--- src/rtl/mem_wb_reg_pkg.sv ---
// Shared widths, instruction-class codes and the MEM->WB record layout.
// MEM_WB_PC_TRACE_EN adds the retiring-instruction PC to the record.
package mem_wb_pkg;

    localparam int unsigned DATA_W_DEF  = 32;
    localparam int unsigned REG_AW_DEF  = 5;
    localparam int unsigned ITYPE_W_DEF = 3;

    typedef enum logic [ITYPE_W_DEF-1:0] {
        NONE   = 3'd0,
        RTYPE  = 3'd1,
        ITYPE  = 3'd2,
        LOAD   = 3'd3,
        STORE  = 3'd4,
        BRANCH = 3'd5,
        JUMP   = 3'd6
    } itype_e;

    typedef struct packed {
        logic                   valid;
`ifdef MEM_WB_PC_TRACE_EN
        logic [DATA_W_DEF-1:0]  pc;
`endif
        logic [REG_AW_DEF-1:0]  rd;
        logic [REG_AW_DEF-1:0]  rt;
        logic [DATA_W_DEF-1:0]  mem_rd;
        logic [DATA_W_DEF-1:0]  alu_result;
        logic                   mem_to_reg;
        logic                   reg_src;
        itype_e                 instr_type;
    } mem_wb_t;

endpackage

--- src/rtl/mem_wb_reg_if.sv ---
// MEM->WB bundle: upstream d_* fields and control in, registered q_* fields out.
// MEM_WB_PC_TRACE_EN adds d_pc/q_pc.
interface mem_wb_if #(
    parameter int unsigned DATA_W  = 32,
    parameter int unsigned REG_AW  = 5,
    parameter int unsigned ITYPE_W = 3
);
    logic               en;
    logic               flush;
    logic [REG_AW-1:0]  d_rd;
    logic [REG_AW-1:0]  d_rt;
    logic [DATA_W-1:0]  d_MemRd;
    logic [DATA_W-1:0]  d_ALUresult;
    logic               d_MemtoReg;
    logic               d_RegSrc;
    logic [ITYPE_W-1:0] d_InstrType;
    logic [REG_AW-1:0]  q_rd;
    logic [REG_AW-1:0]  q_rt;
    logic [DATA_W-1:0]  q_MemRd;
    logic [DATA_W-1:0]  q_ALUresult;
    logic               q_MemtoReg;
    logic               q_RegSrc;
    logic [ITYPE_W-1:0] q_InstrType;
    logic               q_valid;
`ifdef MEM_WB_PC_TRACE_EN
    logic [DATA_W-1:0]  d_pc;
    logic [DATA_W-1:0]  q_pc;
`endif

    modport master (
        output en, flush, d_rd, d_rt, d_MemRd, d_ALUresult,
               d_MemtoReg, d_RegSrc, d_InstrType,
`ifdef MEM_WB_PC_TRACE_EN
        output d_pc,
        input  q_pc,
`endif
        input  q_rd, q_rt, q_MemRd, q_ALUresult,
               q_MemtoReg, q_RegSrc, q_InstrType, q_valid
    );

    modport slave (
        input  en, flush, d_rd, d_rt, d_MemRd, d_ALUresult,
               d_MemtoReg, d_RegSrc, d_InstrType,
`ifdef MEM_WB_PC_TRACE_EN
        input  d_pc,
        output q_pc,
`endif
        output q_rd, q_rt, q_MemRd, q_ALUresult,
               q_MemtoReg, q_RegSrc, q_InstrType, q_valid
    );

endinterface

--- src/rtl/mem_wb_reg_field.sv ---
// Generic pipeline field register: async active-low clear, sync flush, load enable.
module pipe_field_reg #(
    parameter int unsigned WIDTH = 1
) (
    input  logic             clk_i,
    input  logic             rst_ni,
    input  logic             en_i,
    input  logic             flush_i,
    input  logic [WIDTH-1:0] d_i,
    output logic [WIDTH-1:0] q_o
);
    logic [WIDTH-1:0] field_d;
    logic [WIDTH-1:0] field_q;

    // flush outranks enable; neither asserted holds the stage
    always_comb begin
        field_d = field_q;
        if (flush_i) begin
            field_d = '0;
        end else if (en_i) begin
            field_d = d_i;
        end
    end

    always_ff @(posedge clk_i or negedge rst_ni) begin
        if (!rst_ni) begin
            field_q <= '0;
        end else begin
            field_q <= field_d;
        end
    end

    assign q_o = field_q;

endmodule

--- src/rtl/mem_wb_reg.sv ---
// MEM->WB pipeline register; all fields share one stall/flush/clear register.
// MEM_WB_PC_TRACE_EN adds a registered PC for retirement trace.
module mem_wb_reg
    import mem_wb_pkg::*;
#(
    parameter int unsigned DATA_W  = DATA_W_DEF,
    parameter int unsigned REG_AW  = REG_AW_DEF,
    parameter int unsigned ITYPE_W = ITYPE_W_DEF
) (
    input  logic   clk,
    input  logic   reset,
    mem_wb_if.slave bus
);
    localparam int unsigned CORE_W = 1 + 2*REG_AW + 2*DATA_W + 2 + ITYPE_W;
`ifdef MEM_WB_PC_TRACE_EN
    localparam int unsigned STAGE_W = CORE_W + DATA_W;
`else
    localparam int unsigned STAGE_W = CORE_W;
`endif

    logic [STAGE_W-1:0] stage_d;
    logic [STAGE_W-1:0] stage_q;

    // valid enters as a constant 1 so an enabled load marks a real instruction
    // and flush/reset turn it into the all-zero bubble with the other fields
    assign stage_d = {
        1'b1,
`ifdef MEM_WB_PC_TRACE_EN
        bus.d_pc,
`endif
        bus.d_rd, bus.d_rt, bus.d_MemRd, bus.d_ALUresult,
        bus.d_MemtoReg, bus.d_RegSrc, bus.d_InstrType
    };

    pipe_field_reg #(
        .WIDTH (STAGE_W)
    ) u_stage (
        .clk_i   (clk),
        .rst_ni  (reset),
        .en_i    (bus.en),
        .flush_i (bus.flush),
        .d_i     (stage_d),
        .q_o     (stage_q)
    );

    assign {
        bus.q_valid,
`ifdef MEM_WB_PC_TRACE_EN
        bus.q_pc,
`endif
        bus.q_rd, bus.q_rt, bus.q_MemRd, bus.q_ALUresult,
        bus.q_MemtoReg, bus.q_RegSrc, bus.q_InstrType
    } = stage_q;

endmodule

--- src/flat_wrapper.sv ---
// flat-port wrapper written by rule: the top's interface ports become plain ports
module mem_wb_reg_flat import mem_wb_pkg::*;
#(
    parameter int unsigned DATA_W  = DATA_W_DEF,
    parameter int unsigned REG_AW  = REG_AW_DEF,
    parameter int unsigned ITYPE_W = ITYPE_W_DEF
)
  (clk, reset, bus_en, bus_flush, bus_d_rd, bus_d_rt, bus_d_MemRd, bus_d_ALUresult, bus_d_MemtoReg, bus_d_RegSrc, bus_d_InstrType, bus_q_rd, bus_q_rt, bus_q_MemRd, bus_q_ALUresult, bus_q_MemtoReg, bus_q_RegSrc, bus_q_InstrType, bus_q_valid);
  mem_wb_if #(.DATA_W(DATA_W), .REG_AW(REG_AW), .ITYPE_W(ITYPE_W)) bus_i ();
  input  logic clk;
  input  logic reset;
  input wire logic [$bits(bus_i.en)-1:0] bus_en;
  input wire logic [$bits(bus_i.flush)-1:0] bus_flush;
  input wire logic [$bits(bus_i.d_rd)-1:0] bus_d_rd;
  input wire logic [$bits(bus_i.d_rt)-1:0] bus_d_rt;
  input wire logic [$bits(bus_i.d_MemRd)-1:0] bus_d_MemRd;
  input wire logic [$bits(bus_i.d_ALUresult)-1:0] bus_d_ALUresult;
  input wire logic [$bits(bus_i.d_MemtoReg)-1:0] bus_d_MemtoReg;
  input wire logic [$bits(bus_i.d_RegSrc)-1:0] bus_d_RegSrc;
  input wire logic [$bits(bus_i.d_InstrType)-1:0] bus_d_InstrType;
  output wire logic [$bits(bus_i.q_rd)-1:0] bus_q_rd;
  output wire logic [$bits(bus_i.q_rt)-1:0] bus_q_rt;
  output wire logic [$bits(bus_i.q_MemRd)-1:0] bus_q_MemRd;
  output wire logic [$bits(bus_i.q_ALUresult)-1:0] bus_q_ALUresult;
  output wire logic [$bits(bus_i.q_MemtoReg)-1:0] bus_q_MemtoReg;
  output wire logic [$bits(bus_i.q_RegSrc)-1:0] bus_q_RegSrc;
  output wire logic [$bits(bus_i.q_InstrType)-1:0] bus_q_InstrType;
  output wire logic [$bits(bus_i.q_valid)-1:0] bus_q_valid;
  assign bus_i.en = bus_en;
  assign bus_i.flush = bus_flush;
  assign bus_i.d_rd = bus_d_rd;
  assign bus_i.d_rt = bus_d_rt;
  assign bus_i.d_MemRd = bus_d_MemRd;
  assign bus_i.d_ALUresult = bus_d_ALUresult;
  assign bus_i.d_MemtoReg = bus_d_MemtoReg;
  assign bus_i.d_RegSrc = bus_d_RegSrc;
  assign bus_i.d_InstrType = bus_d_InstrType;
  assign bus_q_rd = bus_i.q_rd;
  assign bus_q_rt = bus_i.q_rt;
  assign bus_q_MemRd = bus_i.q_MemRd;
  assign bus_q_ALUresult = bus_i.q_ALUresult;
  assign bus_q_MemtoReg = bus_i.q_MemtoReg;
  assign bus_q_RegSrc = bus_i.q_RegSrc;
  assign bus_q_InstrType = bus_i.q_InstrType;
  assign bus_q_valid = bus_i.q_valid;
  mem_wb_reg #(.DATA_W(DATA_W), .REG_AW(REG_AW), .ITYPE_W(ITYPE_W)) u_core (.clk(clk), .reset(reset), .bus(bus_i));
endmodule
--- config.mk ---
export PLATFORM = sky130hd
export DESIGN_NAME = mem_wb_reg_flat
export DESIGN_NICKNAME = d
export VERILOG_FILES = /design/src/rtl/mem_wb_reg_pkg.sv /design/src/rtl/mem_wb_reg_if.sv /design/src/rtl/mem_wb_reg_field.sv /design/src/rtl/mem_wb_reg.sv /design/src/flat_wrapper.sv
export SDC_FILE = /design/constraint.sdc
export NUM_CORES = 1
export LEC_CHECK = 0
export CAP_MARGIN = 20
export CORE_MARGIN = 5
export CORE_UTILIZATION = 36
export DETAILED_ROUTE_END_ITERATION = 8
export GPL_ROUTABILITY_DRIVEN = 0
export PLACE_DENSITY = 0.74
export SLEW_MARGIN = 25
export SYNTH_ARGS = -nofsm -noshare
export SYNTH_HDL_FRONTEND = slang
export SYNTH_SLANG_ARGS = --single-unit
--- constraint.sdc ---
create_clock -name clk -period 0.8 [get_ports clk]
set_input_delay 0.12 -clock clk [delete_from_list [all_inputs] [get_ports clk]]
set_output_delay 0.12 -clock clk [all_outputs]
set_load 0.01 [all_outputs]
==> run summary <==
core area = 8760 um^2
simple-gate share of the synthesized area = 9.31%
Die Footprint = 11,100 um^2
crit path buf inv count = 1
Yosys reg bits = 80
Synth cell types = 8
Die W = 105 um
final worst slack = -210 ps
Final ANT Viol Nets = 0
CP max FO = 2
area grow syn2layout = 59.6%
YS warnings = 0
Die Height = 105 um
family with the most delay on the worst path = flip-flops
cell area after layout = 5210 um^2
Max stage delay on crit path = 400 ps
status = finished with violations
Post-synth EDFFs = 0
Synth top area share = 61.3%
detailed-route via count = 2,554
FF-to-FF setup slack = -30 ps
depth of the worst register-to-register path = 3
cell with the most instances after synthesis = nor2_1
Main synth FF type = dfrtp_1
largest net degree at the start of global routing = 46
Leakage = 2.74 nW
Levels on crit path = 1
Worst EP arrival = 890 ps
Peak Freq = 990 MHz
final WL = 8950 um
CP Cell Sequence = buf_2
commonest cells in the synthesized netlist = 81 x nor2_1, 80 x dfrtp_1, 79 x mux2i_1
Final Max Slew Viols = 0
worst min path class = input port to flip-flop
Worst-path clk slew = 90 ps
max cap viols = 0
Final Non-Filler Cells = 563
Mean Syn Cell Area = 12.7 um^2
post-DR vias/cell = 4.54
Cell Area, Synth = 3260 um^2
DRT iter0 DRCs = 58
crit path launch type = flip-flop
first-pass GRT wire length = 14,500 um
Std-Cell Rows = 34
leading area contributor after synthesis = dfrtp_1
asr flop ratio synth = 100%
total track usage = 16.3%
Hold Fails Final Rpt = 0
Filler Cell Count = 738
clock buffer count from CTS = 9
slowest CP cell = dfrtp_1
multi-input logic area = 1100 um^2
peak supply drop = 1250 uV
FF/Latch Area = 2000 um^2
GRT overflow = 0
number of global-route vias before repair = 2,775
RSZ-0062 raised after global routing = yes
WS Path Type = flip-flop to primary output
post-route minimum period = 1010 ps
htree depth = 3
placed cells = 522
sequential-to-total area share from yosys stat = 61.3%
DR DRC count = 0
diode count = 0
Worst Tran Pin Value = 333 ps
Clock Tree Root = clkbuf_8
Critical Path Start = u_core.u_stage.q_o[31]
RR Endpoint = u_core.u_stage.q_o[48]
Synth Area in Adders = 0%
per-cell routed wire length = 15.9 um
portion of netlist area occupied by mux cells = 24.2%
failing checks = negative setup slack
final setup fails = 97
top cells by area, synth = dfrtp_1 61%, mux2i_1 24%, nor2_1 9.3%, buf_8 3.7%, clkbuf_1 0.80%
Pwr Total = 9.17 mW
syn nets = 341
Placement Setup Slack = -228 ps
clk_lat worst skew = 340 ps
CTS tree = built
max FFs per register = 80
initial antenna violation count = 0
I/O pin cnt = 163
share of layout cells above drive strength 1 = 29.7%
Synth Area in XOR/XNOR = 0%
Max Root-Sink Buffers = 2
Mapped Cells = 258
pwr dens = 1760 nW/um^2
DP Area = 5000 um^2
Sink Count = 80
hpwl dp = 6400 um
port bufs = 162
hold path depth = 3
Hold WS = 200 ps
Final Cycle Share = 126%
worst setup path end = bus_q_ALUresult[26]
Starting Density = 37.3%
Compound-Gate Fraction of Synth Area = 0%
relative slew slack = 77.8%
element type at the critical path end = primary output
Worst Path Required = 680 ps
reg-to-reg startpoint = u_core.u_stage.q_o[48]
clk_skew = 0 ps
Final #Nets = 533
first drt pass iteration count = 4
largest family of logic cells by synthesized area = multiplexers
-- power breakdown --
part	internal (mW)	total (mW)	switching (mW)
Sequential	4.27	4.40	0.134
Clock	1.62	3.09	1.47
Combinational	0.990	1.68	0.695
-- cell families (layout without fill, tap and decap cells) --
family,count (synthesis),after routing
flip-flops,80,80
multiplexers,79,79
AND/OR/NAND/NOR,81,81
buffers and inverters,18,215
-- per-layer routing --
layer	vias to the layer above	GRT usage, %	share of wire [%]
met5	-	0	0
met4	0	4.84	1.7
met3	13	6.36	8.6
met2	97	26.9	50
met1	1210	19.6	39
li1	1234	-	-
-- worst min path at each step --
| stage | endpoint | startpoint |
|---|---|---|
| CTS | u_core.u_stage.q_o[0] | bus_flush |
| finish | u_core.u_stage.q_o[75] | bus_flush |
| floorplan | u_core.u_stage.q_o[0] | reset |
| global route | u_core.u_stage.q_o[11] | bus_flush |
| global placement | u_core.u_stage.q_o[63] | reset |
| detailed placement | u_core.u_stage.q_o[67] | reset |
-- metrics by stage --
stage | util, % | setup TNS (ps)
final | 59.4 | -14880
after global routing | 59.4 | -20060
after CTS | 57.2 | -16370
after detailed placement | 57.0 | -22850
after global placement | 57.0 | -21620
after floorplan | - | 0
-- worst register-to-register path: cells and delay by family (launching register included) --
kind	cells	cell delay (ps)
simple gates	1	50
mux	1	120
flops	1	400
buf+inv	1	140
-- cells in the final DEF (no fill, tap or decap), drive strengths merged --
cell type	count
clkbuf	12
clkdlybuf4s50	79
dlygate4sd3	1
buf	119
mux2i	79
bufinv	1
nor2	81
dfrtp	80
clkinvlp	3
-- final cells by class --
class                           instances  area share [%]
Clock buffer                           12            2.98
Sequential cell                        80            38.4
Multi-Input combinational cell        160            21.1
Tap cell                              108            2.59
Clock inverter                          4            1.01
Timing Repair Buffer                  199            33.9
-- timing repair --
action                                 CTS  global route
setup endpoints to repair               80            94
hold buffers                             1             0
pin swaps                                0             5
setup buffers                           13            16
cloned                                   0             0
gates resized for setup                336            22
endpoints found under the hold margin   80             0
No activity file was read; power rests on OpenSTA's default activity.
